`src/rtl/permute_slices_pkg.sv`:
```
// permute_slices_pkg: shared sizes, FSM states and slice type for the encoder datapath stages
package permute_slices_pkg;
  localparam int SLICES = 64;
  localparam int AW = 6;
  localparam int W = 25;
  typedef enum logic [1:0] {IDLE, RUN, FLUSH, DONE} state_e;
  typedef logic [0:W-1] slice_t;
endpackage

```
`src/rtl/permute_slices_pi_slice.sv`:
```
// pi_slice: combinational pi lane permutation of one 5x5 slice, bit i is (x = i mod 5, y = i div 5)
module pi_slice
  import permute_slices_pkg::*;
(
  input  logic [0:W-1] din,
  output logic [0:W-1] dout
);
  for (genvar y = 0; y < 5; y++) begin : g_y
    for (genvar x = 0; x < 5; x++) begin : g_x
      assign dout[5*y+x] = din[5*x+((x+3*y)%5)];
    end
  end
endmodule

```
`src/rtl/permute_slices.sv`:
```
// permute_slices: walks the slice memory once per start, writing pi(slice) to the next stage memory
module permute_slices
  import permute_slices_pkg::*;
(
  input  logic          clk,
  input  logic          rst,
  input  logic          start_per,
  output logic          ready_per,
  output logic          rd_en,
  output logic [AW-1:0] rd_addr,
  input  logic [0:W-1]  rd_data,
  output logic          wr_en,
  output logic [AW-1:0] wr_addr,
  output logic [0:W-1]  wr_data
);
  state_e state_q, state_d;
  logic [AW-1:0] cnt_q, cnt_d;
  logic [AW-1:0] addr_q, addr_d;
  logic valid_q, valid_d;
  assign rd_en = state_q == RUN;
  assign rd_addr = cnt_q;
  assign ready_per = state_q == DONE;
  assign wr_en = valid_q;
  assign wr_addr = addr_q;
  pi_slice u_pi (.din(rd_data), .dout(wr_data));
  // next state: one read per RUN cycle, one flush cycle for the last write, then a done pulse
  always_comb begin
    state_d = state_q;
    cnt_d = cnt_q;
    case (state_q)
      IDLE: if (start_per) begin
        state_d = RUN;
        cnt_d = '0;
      end
      RUN: begin
        cnt_d = cnt_q + AW'(1);
        if (cnt_q == AW'(SLICES - 1)) state_d = FLUSH;
      end
      FLUSH: state_d = DONE;
      default: state_d = IDLE;
    endcase
    valid_d = rd_en;
    addr_d = rd_addr;
  end
  // state, counter and write-pipeline registers; the write lags its read by one cycle
  always_ff @(posedge clk or negedge rst) begin
    if (!rst) begin
      state_q <= IDLE;
      cnt_q <= '0;
      valid_q <= 1'b0;
      addr_q <= '0;
    end else begin
      state_q <= state_d;
      cnt_q <= cnt_d;
      valid_q <= valid_d;
      addr_q <= addr_d;
    end
  end
endmodule
```
`config.mk`:
```
export PLATFORM = sky130hd
export DESIGN_NAME = permute_slices
export DESIGN_NICKNAME = d
export VERILOG_FILES = /design/src/rtl/permute_slices_pkg.sv /design/src/rtl/permute_slices_pi_slice.sv /design/src/rtl/permute_slices.sv
export SDC_FILE = /design/constraint.sdc
export NUM_CORES = 1
export LEC_CHECK = 0
export CAP_MARGIN = 5
export CORE_MARGIN = 2
export CORE_UTILIZATION = 30
export CTS_CLUSTER_DIAMETER = 30
export DETAILED_ROUTE_END_ITERATION = 10
export PLACE_DENSITY = 0.76
export SYNTH_ARGS = -nofsm -noshare
export SYNTH_HDL_FRONTEND = slang
export SYNTH_SLANG_ARGS = --single-unit
export TNS_END_PERCENT = 10
```
`constraint.sdc`:
```
create_clock -name clk -period 1.4 [get_ports clk]
set_input_delay 0.35 -clock clk [delete_from_list [all_inputs] [get_ports clk]]
set_output_delay 0.35 -clock clk [all_outputs]
set_load 0.05 [all_outputs]
```
==> results by stage <==
Timing:
- The post-route clock skew is 0.001371 ns.
- The setup slack of the critical path after layout is -0.08684 ns.
- The final hold violation count is 0.
- The post-layout minimum cycle time is ~1.5 ns.
- Headroom to the max-slew limit came out at 0.8153.
- For the pin with the worst max-slew slack, the measured transition is 0.2770 ns.
- The max-slew violation count came to 0.
- Setup violations remaining at the end of the flow were counted as 3.
- The final worst-path cycle share is 1.062.
- After routing, the total negative slack on setup checks comes to -0.2042 ns.
- Setup repair after global routing could not meet its margin everywhere.
- Static timing analysis puts the maximum clock frequency at 672.6 MHz.

Power and ir drop:
- Power spread over the standard cell area amounts to 2076 mW/mm2.
- The maximum vdd drop is 1.155 mV.
- The sum of internal, switching and leakage power is 2.575 mW.
- The reported leakage power is 0.5618 nW.

Yosys:
- The synthesis warning total is 0.
- The post-synthesis cell type count is 24.
- The average size of a mapped cell is 10.64 um2.
- Counting flops with a built-in enable in the synthesized netlist gives 0.
- When the netlist entered floorplanning its net count stood at 117.
- Of the total synthesized cell area, the portion taken by full adders, half adders and majority gates is 0.08499.
- After synthesis, the largest family of logic cells by area is buffers and inverters.
- The synthesized-area fraction occupied by xor and xnor cells is 0.
- The count of mapped cells out of synthesis is 83.
- The post-synthesis simple-gate area fraction is 0.1076.
- The share of synthesized area spent on multiplexers is 0.05099.
- The mapped netlist covers between 800 and 900 um2.
- For this run, the register share of the synthesized area comes to 0.4249.
- The flip-flop and latch count after synthesis is 15.
- The synthesized-area fraction occupied by ao, oa, aoi and oai cells is 0.08782.
- After synthesis, the share of flip-flops with an asynchronous set or reset is 1.000.
- The dominant register cell in the synthesized netlist is sky130_fd_sc_hd__dfrtp_1.

Run status:
- The run finished, with violations left.
- The final reports fail on negative setup slack.

Finish:
- The count of inserted antenna diode cells is 0.
- The layout overhead on the synthesized area is 40.37%.
- The count of non-filler cells in the finished layout is 122.
- The share of cells above drive strength 1 is 0.5275.
- The number of nets in the final layout is 126.

Global routing:
- The global routing usage summed across all routing layers is 0.1099.
- Global routing finished with a remaining overflow of 0.
- The first-pass GRT wire length is 2870 um.
- The maximum number of pins on one net before global-route repair is 16.
- The number of global-route vias before repair was between 600 and 700.
- The initial antenna violation count was 0.

Route:
- In the final routed layout, each cell accounts on average for 14.02 um.
- The routed wire length is 1710 um.
- The first-pass detailed-route iteration total is 4.
- The average via count per standard cell is 4.836.
- The routed layout has between 500 and 600 vias.
- After detailed routing, the number of remaining DRC violations is 0.
- The count of nets left with antenna violations once routing finished came out at 0.
- The initial DRC count is 5.

Floorplan:
- The total area inside the core boundary comes to approximately 0.0028 mm2.
- The site row count is 19.
- The effective utilization at floorplan is 0.3176.
- The die area is 0.003395 mm2.
- During I/O placement, the number of pins put on the boundary was 68.
- Measured along the x axis, the die boundary spans 58.27 um.
- The vertical die dimension is 58.27 um.

Worst setup path:
- The worst setup path is launched from a flop.
- The path depth of the worst reg2reg path is 7.
- STA classifies the critical path endpoint as a primary output.
- The critical path goes through inv_2 > buf_6 > ha_4 > buf_12.
- The setup path with the least slack is of type flop to primary output.
- Of all nets on the critical path, the largest fanout is 2.
- The largest individual stage delay along the critical path comes from the cell sky130_fd_sc_hd__dfrtp_1.
- The worst path arrival time is 1.14 ns.
- The required arrival time at the worst endpoint is 1.05 ns.
- On the worst path, the slowest cell contributes a delay of 0.40 ns.

Clock network:
- The cell chosen for the clock root is sky130_fd_sc_hd__clkbuf_4.
- The clock latency reported for the late side of the worst-skew pair is 0.27 ns.
- The CTS tree is built.
- Buffers inserted to repair hold after CTS numbered 0.
- The number of clock sinks is 15.
- The clock-pin transition on the worst setup and hold timing paths is 0.08 ns.
- Counting along the longest clock path gives a buffer depth of 2.
- TritonCTS created 3 clock buffers.
- The maximum level of the CTS H-tree is 1.

Flow run:
- The max-cap violation count is 0.

Placement:
- In this run, placement finished with an instance count of approximately 120.
- Detailed placement finished with a half-perimeter wire length of 1385 um.
- The routability congestion estimate from global placement is 0.8015.
- The count of port buffers added during placement is 17.

Hold path:
- The path class of the tightest hold or removal check is input port to async pin.
-- worst max-delay path, delay by kind of cell, from the launching register on --
kind	cells	cell delay [ns]
flip-flops	1	0.40
adder cells (fa/ha/maj)	1	0.15
buffers and inverters	3	0.31
-- final cells by class --
type / instances / area (um2)
Fill cell: 260 / 1541
Timing Repair Buffer: 31 / 432.9
Sequential cell: 15 / 379.1
Multi-Input combinational cell: 38 / 351.6
Tap cell: 31 / 38.79
Clock buffer: 4 / 26.28
Inverter: 3 / 11.26
-- cells by family (layout without fill, tap and decap cells) --
kind of cell / Yosys count / after routing
buf+inv: 30 / 38
mux: 4 / 4
simple gates: 17 / 17
flops: 15 / 15
fa+ha+maj: 6 / 6
compound gates: 11 / 11
-- sequential cells by signal, indices dropped and copies added (netlist names) --
name     flops
rd_addr      6
state_q      2
wr_addr      6
wr_en        1
-- through the flow --
stage	worst slack, ns	hold WS, ns	util	instance area, um2
6_report	-0.08684	0.3892	0.4458	1240
5_1_grt	-0.1571	0.3899	0.4458	1240
4_1_cts	-0.1041	0.3946	0.4404	1225
3_5_place_dp	-0.2882	0.5097	0.4188	1165
3_3_place_gp	-0.2106	0.4931	0.4188	1165
2_1_floorplan	-0.06333	0.05441	-	918.4
-- where the power goes --
group | leakage [nW] | internal, mW | switching (mW)
Sequential | 0.196 | 0.549 | 0.113
Clock | 0.0150 | 0.110 | 0.125
Combinational | 0.351 | 0.845 | 0.832
Total | 0.562 | 1.50 | 1.07
-- worst paths after layout --
path                            start    endpoint  slack, ns
setup reg to reg           state_q[1]  state_q[1]      -0.03
hold / removal                    rst  wr_addr[3]       0.39
setup / recovery           state_q[1]       rd_en      -0.09
min in group clk           rd_addr[2]  wr_addr[2]       0.53
hold reg to reg            rd_addr[2]  wr_addr[2]       0.53
max in group asynchronous         rst  rd_addr[1]       0.83
-- synth_stat cells, types with 2 or more instances --
library cell,instances,area (um2)
sky130_fd_sc_hd__a22o_1,3,26.28
sky130_fd_sc_hd__buf_4,25,187.7
sky130_fd_sc_hd__dfrtp_1,15,375.4
sky130_fd_sc_hd__ha_1,6,75.07
sky130_fd_sc_hd__inv_1,3,11.26
sky130_fd_sc_hd__mux2i_1,3,30.03
sky130_fd_sc_hd__nand2_1,4,15.01
sky130_fd_sc_hd__nand2_2,2,12.51
sky130_fd_sc_hd__nand2b_1,2,12.51
sky130_fd_sc_hd__nand3_1,3,15.01
sky130_fd_sc_hd__o21ai_0,3,15.01
sky130_fd_sc_hd__o21ai_1,2,10.01
-- placed cells by master (no fill, tap or decap), drive strengths merged, types with 2 or more instances in the layout --
cell           count
a22o               3
and3               2
buf               29
clkbuf             4
clkdlybuf4s50      2
dfrtp             15
ha                 6
inv                3
mux2i              3
nand2              6
nand2b             2
nand3              4
o21ai              6
-- repair_timing --
item	in CTS	in global routing
pin swaps	1	2
setup buffers	1	0
gates resized for setup	7	3
setup endpoints to repair	7	10
-- per-layer routing --
metal / global-route usage / up-vias / routed length, um
li1: - / 268 / -
met1: 0.1054 / 284 / 575
met2: 0.2071 / 24 / 946
met3: 0.03125 / 14 / 137
met4: 0.05980 / 0 / 51
met5: 0 / - / 0
(Power assumes the default switching activity.)
